==> config.mk <==
export PLATFORM = sky130hd
export DESIGN_NAME = btb_plru_nway
export DESIGN_NICKNAME = d
export VERILOG_FILES = /design/src/rtl/btb_plru_nway.sv
export SDC_FILE = /design/constraint.sdc
export NUM_CORES = 1
export LEC_CHECK = 0
export ABC_AREA = 1
export BUFFER_PORTS_ARGS = -buffer_cell sky130_fd_sc_hd__buf_2
export CAP_MARGIN = 20
export CORE_MARGIN = 2
export CORE_UTILIZATION = 40
export CTS_CLUSTER_DIAMETER = 40
export CTS_CLUSTER_SIZE = 40
export DETAILED_ROUTE_END_ITERATION = 7
export PLACE_DENSITY_LB_ADDON = 0.3
export SYNTH_ARGS = -nofsm -noshare
export SYNTH_HDL_FRONTEND = slang
export SYNTH_SLANG_ARGS = --single-unit
==> constraint.sdc <==
create_clock -name clk -period 0.9 [get_ports clk]
set_input_delay 0.045 -clock clk [delete_from_list [all_inputs] [get_ports clk]]
set_output_delay 0.045 -clock clk [all_outputs]
set_load 0.02 [all_outputs]
==> src/rtl/btb_plru_nway.sv <==
// Tree pseudo-LRU replacement state, one (WAYS-1)-bit tree per set, with
// same-cycle read-touch, fill-touch and invalidate updates and a victim selector.
module btb_plru_nway #(
  parameter  int S_INDEX = 3,
  parameter  int WAYS    = 4,
  localparam int W_WAY   = $clog2(WAYS)
) (
  input  logic               clk,
  input  logic               rst,
  input  logic               flush,
  input  logic               rd_touch,
  input  logic [S_INDEX-1:0] rd_index,
  input  logic [W_WAY-1:0]   rd_way,
  input  logic               wr_touch,
  input  logic [S_INDEX-1:0] wr_index,
  input  logic [W_WAY-1:0]   wr_way,
  input  logic               inv,
  input  logic [S_INDEX-1:0] inv_index,
  input  logic [W_WAY-1:0]   inv_way,
  input  logic [S_INDEX-1:0] vic_index,
  input  logic [WAYS-1:0]    valid_vec,
  output logic [W_WAY-1:0]   victim,
  output logic               victim_is_invalid
);

  localparam int NSETS = 2 ** S_INDEX;

  // Writes the path of `way` from the root down. A touch stores each level's
  // direction bit; an invalidate stores its inverse so the walk lands on `way`.
  function automatic logic [WAYS-2:0] path_write(
    input logic [WAYS-2:0] tree,
    input logic [W_WAY-1:0] way,
    input logic             invert
  );
    logic [WAYS-2:0]  t;
    logic [W_WAY-1:0] node;
    logic [W_WAY-1:0] w;
    logic             dir;
    t    = tree;
    node = '0;
    w    = way;
    for (int l = 0; l < W_WAY; l++) begin
      dir     = w[W_WAY-1];
      t[node] = dir ^ invert;
      node    = dir ? W_WAY'(2 * 32'(node) + 2) : W_WAY'(2 * 32'(node) + 1);
      w       = w << 1;
    end
    return t;
  endfunction

  logic [NSETS-1:0][WAYS-2:0] w_tree;

  for (genvar g = 0; g < NSETS; g++) begin : g_set
    logic [WAYS-2:0] r_tree;
    logic [WAYS-2:0] w_tree_nxt;

    // NOTE: blocking assignments chain the three updates so a later one
    // overwrites an earlier one only at the nodes their paths share.
    always_comb begin
      w_tree_nxt = r_tree;
      if (rd_touch && rd_index == S_INDEX'(g))
        w_tree_nxt = path_write(w_tree_nxt, rd_way, 1'b0);
      if (wr_touch && wr_index == S_INDEX'(g))
        w_tree_nxt = path_write(w_tree_nxt, wr_way, 1'b0);
      if (inv && inv_index == S_INDEX'(g))
        w_tree_nxt = path_write(w_tree_nxt, inv_way, 1'b1);
    end

    // NOTE: this storage is plain flops, not a RAM, so every set is cleared
    // directly by reset and flush.
    always_ff @(posedge clk) begin
      if (rst)        r_tree <= '0;
      else if (flush) r_tree <= '0;
      else            r_tree <= w_tree_nxt;
    end

    assign w_tree[g] = r_tree;
  end

  logic [WAYS-2:0]  w_sel_tree;
  logic [W_WAY-1:0] w_walk_node;
  logic [W_WAY-1:0] w_walk_vic;
  logic             w_walk_bit;
  logic [WAYS-1:0]  w_invalid;
  logic [W_WAY-1:0] w_low_cnt;
  logic [W_WAY-1:0] w_low_invalid;
  logic             w_found;

  // A node bit of 0 sends the walk right, 1 sends it left.
  always_comb begin
    w_sel_tree  = w_tree[vic_index];
    w_walk_node = '0;
    w_walk_vic  = '0;
    w_walk_bit  = 1'b0;
    for (int l = 0; l < W_WAY; l++) begin
      w_walk_bit  = ~w_sel_tree[w_walk_node];
      w_walk_vic  = W_WAY'({w_walk_vic, w_walk_bit});
      w_walk_node = w_walk_bit ? W_WAY'(2 * 32'(w_walk_node) + 2)
                               : W_WAY'(2 * 32'(w_walk_node) + 1);
    end
  end

  always_comb begin
    w_invalid     = ~valid_vec;
    w_low_cnt     = '0;
    w_low_invalid = '0;
    w_found       = 1'b0;
    for (int w = 0; w < WAYS; w++) begin
      if (!w_found && w_invalid[0]) begin
        w_found       = 1'b1;
        w_low_invalid = w_low_cnt;
      end
      w_invalid = w_invalid >> 1;
      w_low_cnt = w_low_cnt + W_WAY'(1);
    end
  end

  assign victim_is_invalid = w_found;
  assign victim            = w_found ? w_low_invalid : w_walk_vic;

endmodule

* Yosys cells after proc, flatten, opt, wreduce, memory -nomap -nowiden *
Cells that the tools add are included.
Widths: inputs -> output; s select.

cells by class
  order comparisons = 8
  equality and inequality tests = 21
  multiplexer cells = 70
  bitwise operators = 5
  reductions and logical operators = 45

operators by type and width
  kind                count
  $mux 3              25
  $bwmux 3            24
  $eq 3x3->1 const B  12
  $logic_and 1x1->1   30
  $reduce_bool 3->1   8
  $eq 3x2->1 const B  6
  $mux 2              7
  $lt 2x3->1 const B  4
  $bmux 3 s3          1
  $eq 3x1->1 const B  3
  $logic_not 3->1     3
  $mux 1              9
  $demux 1 s2         3
  $ge 2x1->1 const B  3
  $lt 3x4->1 const B  1
  $not 1->1           4
  $not 4->4           1
  $logic_not 1->1     3
  $bmux 1 s2          1
  $reduce_or 2->1     1

storage, ports and cells
  flip-flop bits (word level) = 24
  output and inout port bits = 3
  word-level logic and storage cells = 165

* Longest topological paths before layout *
Gate-level depths: netlist of the first run.

  depth in word-level cells = 12
  gate-level depth with buffers = 11

* Worst setup path before layout of the first run *
OpenSTA, ideal clock, no wires.

  kind = register to output
  start = reg g_set[5].r_tree[0]
  end = out victim[1]
  arrival time = 0.928 ns
  required time = 0.855 ns
  setup slack = -0.073 ns
  stages on the path, launching flop included = 6
  cell sequence = dfxtp_1 -> nand2_1 -> nand3_1 -> nand3_1 -> nand2_1 -> a31oi_1

on the way
  cells in the longest elaborated chain, start to end = 4

ends and longest elaborated chain
  element                       line  source
  from (decl)                   54    logic [WAYS-2:0] r_tree;
  from (signal assigned)        74    else r_tree <= w_tree_nxt;
  $bmux 3 s3                    91    w_sel_tree = w_tree[vic_index];
  $mux 3 (not written as such)  91
  $not 1->1                     96    w_walk_bit = ~w_sel_tree[w_walk_node];
  $mux 2                        119   assign victim = w_found ? w_low_invalid : w_walk_vic;
  to (decl)                     22    output logic [W_WAY-1:0] victim,

No other way between the ends. The select of a mux whose other input is x is not followed.

* Worst setup path after layout of the first run *
  start = reg g_set[0].r_tree[0]
  end = out victim[0]

on the way
  cells in the longest elaborated chain, start to end = 7

ends and longest elaborated chain
  element                         line  source
  from (decl)                     54
  from (signal assigned)          74
  $bmux 3 s3 *                    91
  $mux 3 (not written as such) *  91
  $mux 2                          98    w_walk_node = w_walk_bit ? W_WAY'(2 * 32'(w_walk_node) + 2)
  $bmux 1 s2 *                    96
  $mux 1 (not written as such) *  96
  $not 1->1 *                     96
  $mux 2 *                        119

Every way passes the cells marked *; elsewhere a longest branch is shown, timed or not. The select of a mux whose other input is x is not followed.

==> metrics.cfg, run 1 <==
[logic_synthesis]
synthSimpleGateAreaFrac_pct=50.28
ys_seq_elements=24
synth_top_family_by_area=simple AND/OR/NAND/NOR gates
synthFlopType=dfxtp_1
synth_compound_area_share_pct=14.12
synth_cell_types=25
async_flop_share_pct=0
synth-xor-area-share_pct=0
synth_largest_area_cell=nand2_1
syn_nets=437
syn_inst=409
synth.top_cell.area_share_pct=28.53
synth_area_leaders=nand2_1 (29%), dfxtp_1 (22%), nand3_1 (9.3%)
ys_seq_area_share_pct=21.87
synth_edf_count=0
synthTopCellsByCount=nand2_1 (167), inv_1 (50), nand3_1 (41), nor2_1 (32), dfxtp_1 (24)
synth.mux.area_fraction_pct=0
synthAdderAreaFrac_pct=0
synth.most_common_cell=nand2_1
postSynthAreaPerCell_um2=5.372
syn_area_um2=2197
yosysWarnings=0

[critical_path]
cpMaxStageDelayCell=dfxtp_2
crit_arrival_ns=1.29
crit_top_cell=nand2_1
path_buf_inv=1
critPathMaxStageDelay_ns=0.33
start_kind=register
crit_family=simple AND/OR/NAND/NOR gates
worstPathMaxFanout=2
path_class=reg -> out
path_cells=nand2_1, nand3_2, nand3_2, nand2_1, nand2_1, nand2_1, nand2_1, nand2_2, buf_6
required_ns=0.85
end_kind=output port

[cells_and_area]
fin_nets=511
final_cells=552
post-route-util_pct=55.99
area_delta_synth_final_pct=32.63
reg_top3=g_set.r_tree (24)
largest_reg_flops=24
antenna_cells=0
max_flop_register=g_set.r_tree
drive_gt1_share_pct=29.05

[floorplan]
die_h_um=78.12
start_util_pct=42.21
io_pins=31
rows=26
dieArea_um2=6102
die_w_um=78.12
coreArea_um2=5205

[place]
io_buffers=30
place.gp.congestion=0.9901
dp_hpwl_mm=5.866
dpl.cell_count=546

[sta]
rsz0062_at_grt=yes
maxSlewHeadroom_pct=67.77
fin_skew_ns=0
setup_viol_count_final=2
drv_slew=0
setup_slack_ns=-0.4331
period_minus_slack_ns=1.333
max_clock_freq_mhz=750.1
period_share_pct=148.1
tightest_slew_ns=0.4829
finalHoldViolCount=0

[run]
max_cap_viol_count=0

[clock_network]
cts-htree-levels=1
cts_hold_buffers=0
clk_latency_ns=0.28
path_clk_slew_ns=0.10
cts-root-buf=clkbuf_8
numCtsBuffers=3
cts_max_path_buffers=2
cts_tree=done
clock-sinks=24

[power]
vdd_ir_drop_max_uv=600.9
power_density_nw_per_um2=907.8
p_leak_nw=1.414

[grt]
grt-ovfl-total=0
grtUsageTotal_pct=25.64
grt_max_degree=16
antenna_found_initial=1
grt_pass1_wl_mm=12.39
first_global_vias=2757

[detailed_routing]
ant_nets=0
vias=2849
drtIter0Drc=212
routed_via_density=5.161
drc=0
wl_per_cell_um=13.53
wirelength_mm=7.471
drtPass1Iterations=5

[status]
status=finished, violations left
violations=negative setup slack

[hold_path]
hold_path_class=in -> reg

==> cells in the final DEF, fill, tap and decap left out, types with 8 or more instances in the layout <==
cell type,n
nand3_1,34
dfxtp_2,18
nand2_1,163
nand2_2,8
inv_1,49
o21ai_1,8
buf_2,28
a21oi_1,19
buf_4,46
nor2_1,30
o21ai_0,19
==> power breakdown <==
group / switching (mW) / internal (mW)
combinational: 0.463 / 0.293
clock: 0.393 / 0.392
sequential: 0.0166 / 1.09
==> through the flow <==
stage	hold slack [ns]	worst slack, ns	power, mW	area, um2	setup TNS, ns
floorplan	0.2022	0.002591	1.527	2206	0
global placement	0.3759	-0.2100	1.823	2723	-2.672
detailed placement	0.3777	-0.2274	1.828	2723	-2.930
CTS	0.08429	-0.4355	2.600	2821	-0.8187
global route	0.1091	-0.5198	2.750	2914	-1.053
finish	0.09236	-0.4331	2.645	2914	-0.8242
==> cells by family after synthesis <==
family / Yosys count
AOI/OAI and AO/OA: 57
and+or+nand+nor: 262
DFF: 24
buffers and inverters: 66
==> metal layers <==
| metal | global-route usage [%] | vias to the layer above | part of all wire (%) |
|---|---|---|---|
| met5 | 0 | - | 0.17 |
| met4 | 8.246 | 2 | 1.5 |
| met3 | 5.517 | 14 | 8.6 |
| met2 | 44.40 | 117 | 45 |
| met1 | 31.62 | 1279 | 45 |
| li1 | - | 1437 | - |
==> final cells by class <==
class                           count  area [um2]
Fill cell                         538        2291
Multi-Input combinational cell    319        1503
Timing Repair Buffer               79       550.5
Sequential cell                    24       503.0
Inverter                           56       215.2
Tap cell                           70       87.58
Clock buffer                        4       55.05
==> tightest hold or removal path, cell delays in order <==
cell and delay (ns):
buf_2 0.13, nand2_1 0.06, nand2_1 0.05, a21oi_1 0.04
==> final timing paths <==
| path | cells after the start | slack, ns | from | end |
|---|---|---|---|---|
| max | 9 | -0.43 | g_set[0].r_tree[0] | victim[0] |
| min | 4 | 0.09 | inv_way[0] | g_set[2].r_tree[1] |
| max reg2reg | 6 | 0.01 | g_set[7].r_tree[0] | g_set[7].r_tree[0] |
| min reg2reg | 4 | 0.59 | g_set[7].r_tree[1] | g_set[7].r_tree[1] |
==> timing repair <==
action,CTS,global route
endpoints found under the setup margin,3,7
pin swaps,6,15
gates resized for setup,12,32
setup buffers,2,0
cloned,0,0
Note: power is estimated with default switching activity, not from simulation.
==> run 2: changes to the inputs <==
--- a/config.mk
+++ b/config.mk
@@ -8,12 +8,13 @@
 export ABC_AREA = 1
 export BUFFER_PORTS_ARGS = -buffer_cell sky130_fd_sc_hd__buf_2
 export CAP_MARGIN = 20
-export CORE_MARGIN = 2
+export CORE_MARGIN = 5
 export CORE_UTILIZATION = 40
 export CTS_CLUSTER_DIAMETER = 40
 export CTS_CLUSTER_SIZE = 40
 export DETAILED_ROUTE_END_ITERATION = 7
-export PLACE_DENSITY_LB_ADDON = 0.3
+export GPL_TIMING_DRIVEN = 0
+export PLACE_DENSITY = 0.7
 export SYNTH_ARGS = -nofsm -noshare
 export SYNTH_HDL_FRONTEND = slang
 export SYNTH_SLANG_ARGS = --single-unit
==> run 2 against run 1 <==
The flow still finishes with violations (negative setup slack). Critical path depth unchanged. Worst hold slack got worse by 0.031 ns. Flip-flop and latch count unchanged. Count of clock-buffer cells in the layout unchanged. Clock skew did not move. Die area is 16% higher. Total power down 2.5%. Core utilization is 7.0 points lower. Clock power rose by 2%. Global-route usage fell by 5.8 points.
==> metrics.cfg, run 2 (same netlist as run 1, synthesis figures left out) <==
[critical_path]
crit_arrival_ns=1.30  ; about the same
critPathMaxStageDelay_ns=0.35  ; +0.02 ns
path_buf_inv=1  ; unchanged
start_kind=register
path_class=reg -> out
r2r_slack_ns=0.03  ; +0.02 ns
cpMaxStageDelayCell=dfxtp_2
worstPathMaxFanout=2  ; unchanged
rr_worst_depth=5  ; -1
path_cells=nand2_2, nand3_2, nand3_1, nand2_2, nand2_1, nand2_1, nand2_1, nand2_2, buf_6
r2r-end=g_set[1].r_tree[0]
crit_family=simple AND/OR/NAND/NOR gates
end_kind=output port
r2r-start=g_set[1].r_tree[0]
required_ns=0.85  ; about the same

[grt]
grt_use_met3_pct=1.777  ; -3.7 points
globalRouteMet2Util_pct=32.64  ; -12 points
antenna_found_initial=0  ; -1
met1_usage_pct=27.14  ; -4.5 points
grtUsageTotal_pct=19.84  ; -5.8 points
first_global_vias=2408  ; -13%
grt-ovfl-total=0  ; unchanged
grt_pass1_wl_mm=11.37  ; -8.2%
grt_max_degree=14  ; -2
grt_busiest_layer=met2

[place]
io_buffers=29  ; -3.3%
place.gp.congestion=0.9455  ; -4.5%
dp_hpwl_mm=5.597  ; -4.6%
dpl.cell_count=510  ; -6.6%

[floorplan]
rows=27  ; +3.8%
dieArea_um2=7075  ; +16%
io_pins=31  ; unchanged
die_w_um=84.12  ; +7.7%
start_util_pct=40.65  ; -1.6 points
coreArea_um2=5405  ; +3.8%
die_h_um=84.12  ; +7.7%

[power]
p_clk_share_pct=31.2  ; +1.5 points
combPwrFrac_pct=26.0  ; -2.6 points
p_switching_uw=873.0  ; about the same
p_leak_nw=1.236  ; -13%
power.internal_mw=1.706  ; -3.8%
power_density_nw_per_um2=974.5  ; +7.3%
p_seq_share_pct=42.8  ; +1.1 points
vdd_ir_drop_max_uv=600.0  ; -0.15%
sw_frac_of_total_pct=33.85  ; +0.86 points
total_power_mw=2.579  ; -2.5%

[clock_network]
cts-root-buf=clkbuf_8
numCtsBuffers=3  ; unchanged
path_clk_slew_ns=0.10  ; about the same
cts-htree-levels=1  ; unchanged
cts_max_path_buffers=2  ; unchanged
cts_tree=done
clk_latency_ns=0.28  ; about the same
cts_hold_buffers=0  ; unchanged
clock-sinks=24  ; unchanged

[run]
max_cap_viol_count=0  ; unchanged

[cells_and_area]
final_cells=517  ; -6.3%
mostFrequentLayoutCell=nand2_1
largest_reg_flops=24  ; unchanged
fillers=590  ; +9.7%
max_flop_register=g_set.r_tree
reg_top3=g_set.r_tree (24)
fin_nets=474  ; -7.2%
area_delta_synth_final_pct=20.44
final_cell_mix=nand2_1 (155), inv_1 (50), nand3_1 (33)
drive_gt1_share_pct=24.94  ; -4.1 points
antenna_cells=0  ; unchanged

[sta]
setup_viol_count_final=2  ; unchanged
drv_slew=0  ; unchanged
period_share_pct=149.6  ; +1.5 points
rsz0062_at_grt=yes
maxSlewHeadroom_pct=63.01  ; -4.8 points
finalHoldViolCount=0  ; unchanged
max_clock_freq_mhz=742.7  ; -1.0%
tightest_slew_ns=0.5549  ; +0.07202 ns
fin_skew_ns=0  ; unchanged
period_minus_slack_ns=1.347  ; +0.01341 ns
setup_slack_ns=-0.4465  ; -0.01341 ns

[detailed_routing]
routed_via_density=5.263  ; +2.0%
drtPass1Iterations=5  ; unchanged
ant_nets=0  ; unchanged
wl_per_cell_um=13.83  ; +2.2%
vias=2721  ; -4.5%
wirelength_mm=7.148  ; -4.3%
drc=0  ; unchanged
drtIter0Drc=300  ; +42%

[hold_path]
hold_path_class=in -> reg
min_to=g_set[5].r_tree[0]
worstHoldPathCells=4  ; unchanged
min-delay-start=rst

[status]
status=finished, violations left
violations=negative setup slack

## run 2: power groups by stage
stage                     Combinational (mW)  Clock [mW]  Sequential (mW)
after floorplan                        0.410           0             1.12
after global placement                 0.611           0             1.13
after detailed placement               0.620           0             1.13
after CTS                              0.633       0.797             1.10
after global routing                   0.746       0.847             1.11
final                                  0.671       0.804             1.10
## run 2: stage by stage
stage / TNS, ns / worst slack (ns) / hold WS (ns) / instance area (um2) / util (%)
floorplan: 0 / 0.002591 / 0.2022 / 2206 / -
global placement: -4.068 / -0.2677 / 0.3725 / 2441 / 45.16
detailed placement: -4.222 / -0.2682 / 0.3845 / 2441 / 45.16
CTS: -0.8391 / -0.4560 / 0.08486 / 2530 / 46.81
global route: -0.9484 / -0.5190 / 0.08143 / 2646 / 48.96
finish: -0.8406 / -0.4465 / 0.06146 / 2646 / 48.96
## run 2: timing repair
item                                    4_1_cts  5_1_grt
endpoints found under the setup margin        2       12
pin swaps                                     6       12
buffers inserted                              2        1
gates resized for setup                      10       41
## run 2: how the worst max path moves through the flow
stage                       startpoint            endpoint  slack (ns)  depth (start not counted)
floorplan           g_set[5].r_tree[0]           victim[0]       0.003                          8
global placement          inv_index[1]  g_set[7].r_tree[1]       -0.27                          8
detailed placement  g_set[5].r_tree[0]           victim[0]       -0.27                          9
CTS                 g_set[5].r_tree[0]           victim[0]       -0.46                          9
global route        g_set[7].r_tree[2]           victim[0]       -0.52                         10
finish              g_set[4].r_tree[0]           victim[0]       -0.45                          9
## run 2: layer usage
layer | vias up | wire length (um)
li1 | 1362 | -
met1 | 1209 | 3162
met2 | 131 | 3219
met3 | 19 | 594
met4 | 0 | 171
met5 | - | 0
## run 2: cell type report
class                           count  area (um2)  area share (%)
Inverter                           56       215.2           8.132
Tap cell                           72       90.09           3.404
Clock buffer                        4       55.05           2.080
Timing Repair Buffer               32       176.4           6.667
Sequential cell                    24       509.2           19.24
Buffer                             10       86.33           3.262
Multi-Input combinational cell    319        1514           57.21
## run 2: worst min-delay path, cell delays in order
cell	delay (ns)
buf_2	0.08
nor2_2	0.05
o211ai_1	0.08
a21oi_1	0.05
==> run 3: changes to the inputs <==
--- a/config.mk
+++ b/config.mk
@@ -10,7 +10,7 @@
 export CAP_MARGIN = 20
 export CORE_MARGIN = 5
 export CORE_UTILIZATION = 40
-export CTS_CLUSTER_DIAMETER = 40
+export CTS_CLUSTER_DIAMETER = 80
 export CTS_CLUSTER_SIZE = 40
 export DETAILED_ROUTE_END_ITERATION = 7
 export GPL_TIMING_DRIVEN = 0
==> constraint.sdc (replaced) <==
create_clock -name clk -period 1.57 [get_ports clk]
set_input_delay 0.0785 -clock clk [delete_from_list [all_inputs] [get_ports clk]]
set_output_delay 0.0785 -clock clk [all_outputs]
set_load 0.02 [all_outputs]
==> run 3 against run 2 <==
The flow now finishes without violations. Clock skew is the same. Die area is the same. Core utilization shrank 3.2 points. Worst hold slack gained 0.060 ns. Via count shrank 1.7%. Cell count shrank 0.77%. Combinational power shrank 47%. Sequential power shrank 42%. Largest cell class unchanged. Largest power group unchanged.
==> metrics.cfg, run 3 (same netlist as run 1, synthesis figures left out) <==
[cells_and_area]
mostFrequentLayoutCell=nand2_1
area_delta_synth_final_pct=12.64
largest_reg_flops=24  ; unchanged
regArea_um2=481.7  ; -5.4%
multi_input_area_um2=1415  ; -6.5%
final_cell_mix=nand2_1 (167), inv_1 (50), nand3_1 (41)
max_flop_register=g_set.r_tree
fin_nets=471  ; -0.63%
reg_top3=g_set.r_tree (24)
fillers=608  ; +3.1%
drive_gt1_share_pct=14.29  ; -11 points
antenna_cells=0  ; unchanged

[hold_path]
hold_path_class=in -> reg

[critical_path]
required_ns=1.49  ; +0.64 ns
r2r-start=g_set[3].r_tree[1]
r2r_slack_ns=0.76  ; +0.73 ns
start_kind=register
critPathCapture=victim[0]
path_class=reg -> out
path_buf_inv=1  ; unchanged
cp.depth=9  ; unchanged
critPathMaxStageDelay_ns=0.40  ; +0.05 ns
rr_worst_depth=4  ; -1
crit_top_cell=nand2_1
cpMaxStageDelayCell=dfxtp_1
crit_family=simple AND/OR/NAND/NOR gates
end_kind=output port
cp-startpoint=g_set[5].r_tree[0]
worstPathMaxFanout=2  ; unchanged
r2r-end=g_set[3].r_tree[1]
path_cells=nand2_1, nand3_1, nand3_1, nand2_1, nand2_1, nand2_1, nand2_1, nand2_1, buf_2
crit_arrival_ns=1.38  ; +0.08 ns

[sta]
fin_skew_ns=0  ; unchanged
tns_ns=0  ; +0.8406 ns
drv_slew=0  ; unchanged
max_clock_freq_mhz=686.4
setup_slack_ns=0.1132  ; +0.5597 ns
period_minus_slack_ns=1.457
period_share_pct=92.79
maxSlewHeadroom_pct=55.96  ; -7.0 points
hold_ws_ns=0.1215  ; +0.06003 ns
setup_viol_count_final=0  ; -2
finalHoldViolCount=0  ; unchanged
rsz0062_at_grt=no
tightest_slew_ns=0.6582  ; +0.1033 ns

[grt]
antenna_found_initial=0  ; unchanged
grt-ovfl-total=0  ; unchanged
grt_use_met3_pct=2.764  ; +0.99 points
met1_usage_pct=26.54  ; -0.61 points
globalRouteMet2Util_pct=33.64  ; +1.0 points
grt_max_degree=13  ; -1
grtUsageTotal_pct=19.77  ; -0.065 points
grt_busiest_layer=met2
grt_pass1_wl_mm=11.34  ; -0.25%
first_global_vias=2393  ; -0.62%

[detailed_routing]
drtIter0Drc=230  ; -23%
routed_via_density=5.216  ; -0.89%
wl_per_cell_um=13.67  ; -1.1%
vias=2676  ; -1.7%
wirelength_mm=7.014  ; -1.9%
drc=0  ; unchanged
drtPass1Iterations=6  ; +1
ant_nets=0  ; unchanged

[clock_network]
cts_hold_buffers=0  ; unchanged
path_clk_slew_ns=0.09  ; about the same
cts-htree-levels=1  ; unchanged
cts-root-buf=clkbuf_8
numCtsBuffers=3  ; unchanged
post_cts_buffers=0  ; -2
cts_max_path_buffers=2  ; unchanged
clock-sinks=24  ; unchanged
cts-resized-gates=0  ; -10
cts_tree=done
clk_latency_ns=0.27  ; about the same

[status]
status=finished, final reports clean

[place]
place.gp.congestion=0.9382  ; -0.77%
post-place-ws_ns=0.3839  ; +0.6521 ns
io_buffers=29  ; unchanged
dp_hpwl_mm=5.583  ; -0.26%

[power]
vdd_ir_drop_max_uv=300.9  ; -50%
total_power_mw=1.376  ; -47%
p_leak_nw=1.168  ; -5.5%
power_density_nw_per_um2=555.8  ; -43%

[floorplan]
dieArea_um2=7075  ; unchanged
die_w_um=84.12  ; unchanged
coreArea_um2=5405  ; unchanged
rows=27  ; unchanged
start_util_pct=40.65  ; unchanged
die_h_um=84.12  ; unchanged
io_pins=31  ; unchanged

[run]
max_cap_viol_count=0  ; unchanged

==> run 3: area by class of cell <==
class	instances	area share, %
Sequential cell	24	19.46
Clock buffer	3	1.668
Tap cell	72	3.640
Buffer	10	3.488
Timing Repair Buffer	29	5.865
Multi-Input combinational cell	319	57.18
Inverter	56	8.696
==> run 3: per-stage QoR <==
stage	utilization [%]	cell area [um2]	std cells
finish	45.79	2475	513
floorplan	-	2197	409
global route	45.79	2475	513
global placement	45.00	2432	510
detailed placement	45.00	2432	510
CTS	45.76	2474	513
==> run 3: report_power, final <==
| part | switching [mW] | leakage, nW | internal (mW) |
|---|---|---|---|
| clock network | 0.212 | 0.0216 | 0.172 |
| registers | 0.0110 | 0.195 | 0.622 |
| logic | 0.239 | 0.952 | 0.119 |
==> run 3: worst min-delay path by stage <==
| stage | depth (start not counted) | endpoint | startpoint |
|---|---|---|---|
| global placement | 4 | g_set[5].r_tree[1] | inv_way[1] |
| CTS | 4 | g_set[5].r_tree[1] | inv_way[1] |
| floorplan | 3 | g_set[2].r_tree[1] | inv_way[0] |
| finish | 4 | g_set[5].r_tree[1] | inv_way[1] |
| global route | 4 | g_set[5].r_tree[1] | inv_way[1] |
| detailed placement | 4 | g_set[5].r_tree[1] | inv_way[1] |
==> run 3: tightest hold or removal path: cells and delay by family <==
kind / cells / cell delay (ns)
buffers and inverters: 1 / 0.10
AO/OA/AOI/OAI: 1 / 0.05
AND/OR/NAND/NOR: 2 / 0.13
==> run 3: metal layers <==
| layer | vias up | routed length (um) |
|---|---|---|
| li1 | 1357 | - |
| met1 | 1167 | 2976 |
| met2 | 130 | 3163 |
| met3 | 22 | 741 |
| met4 | 0 | 133 |
| met5 | - | 0 |
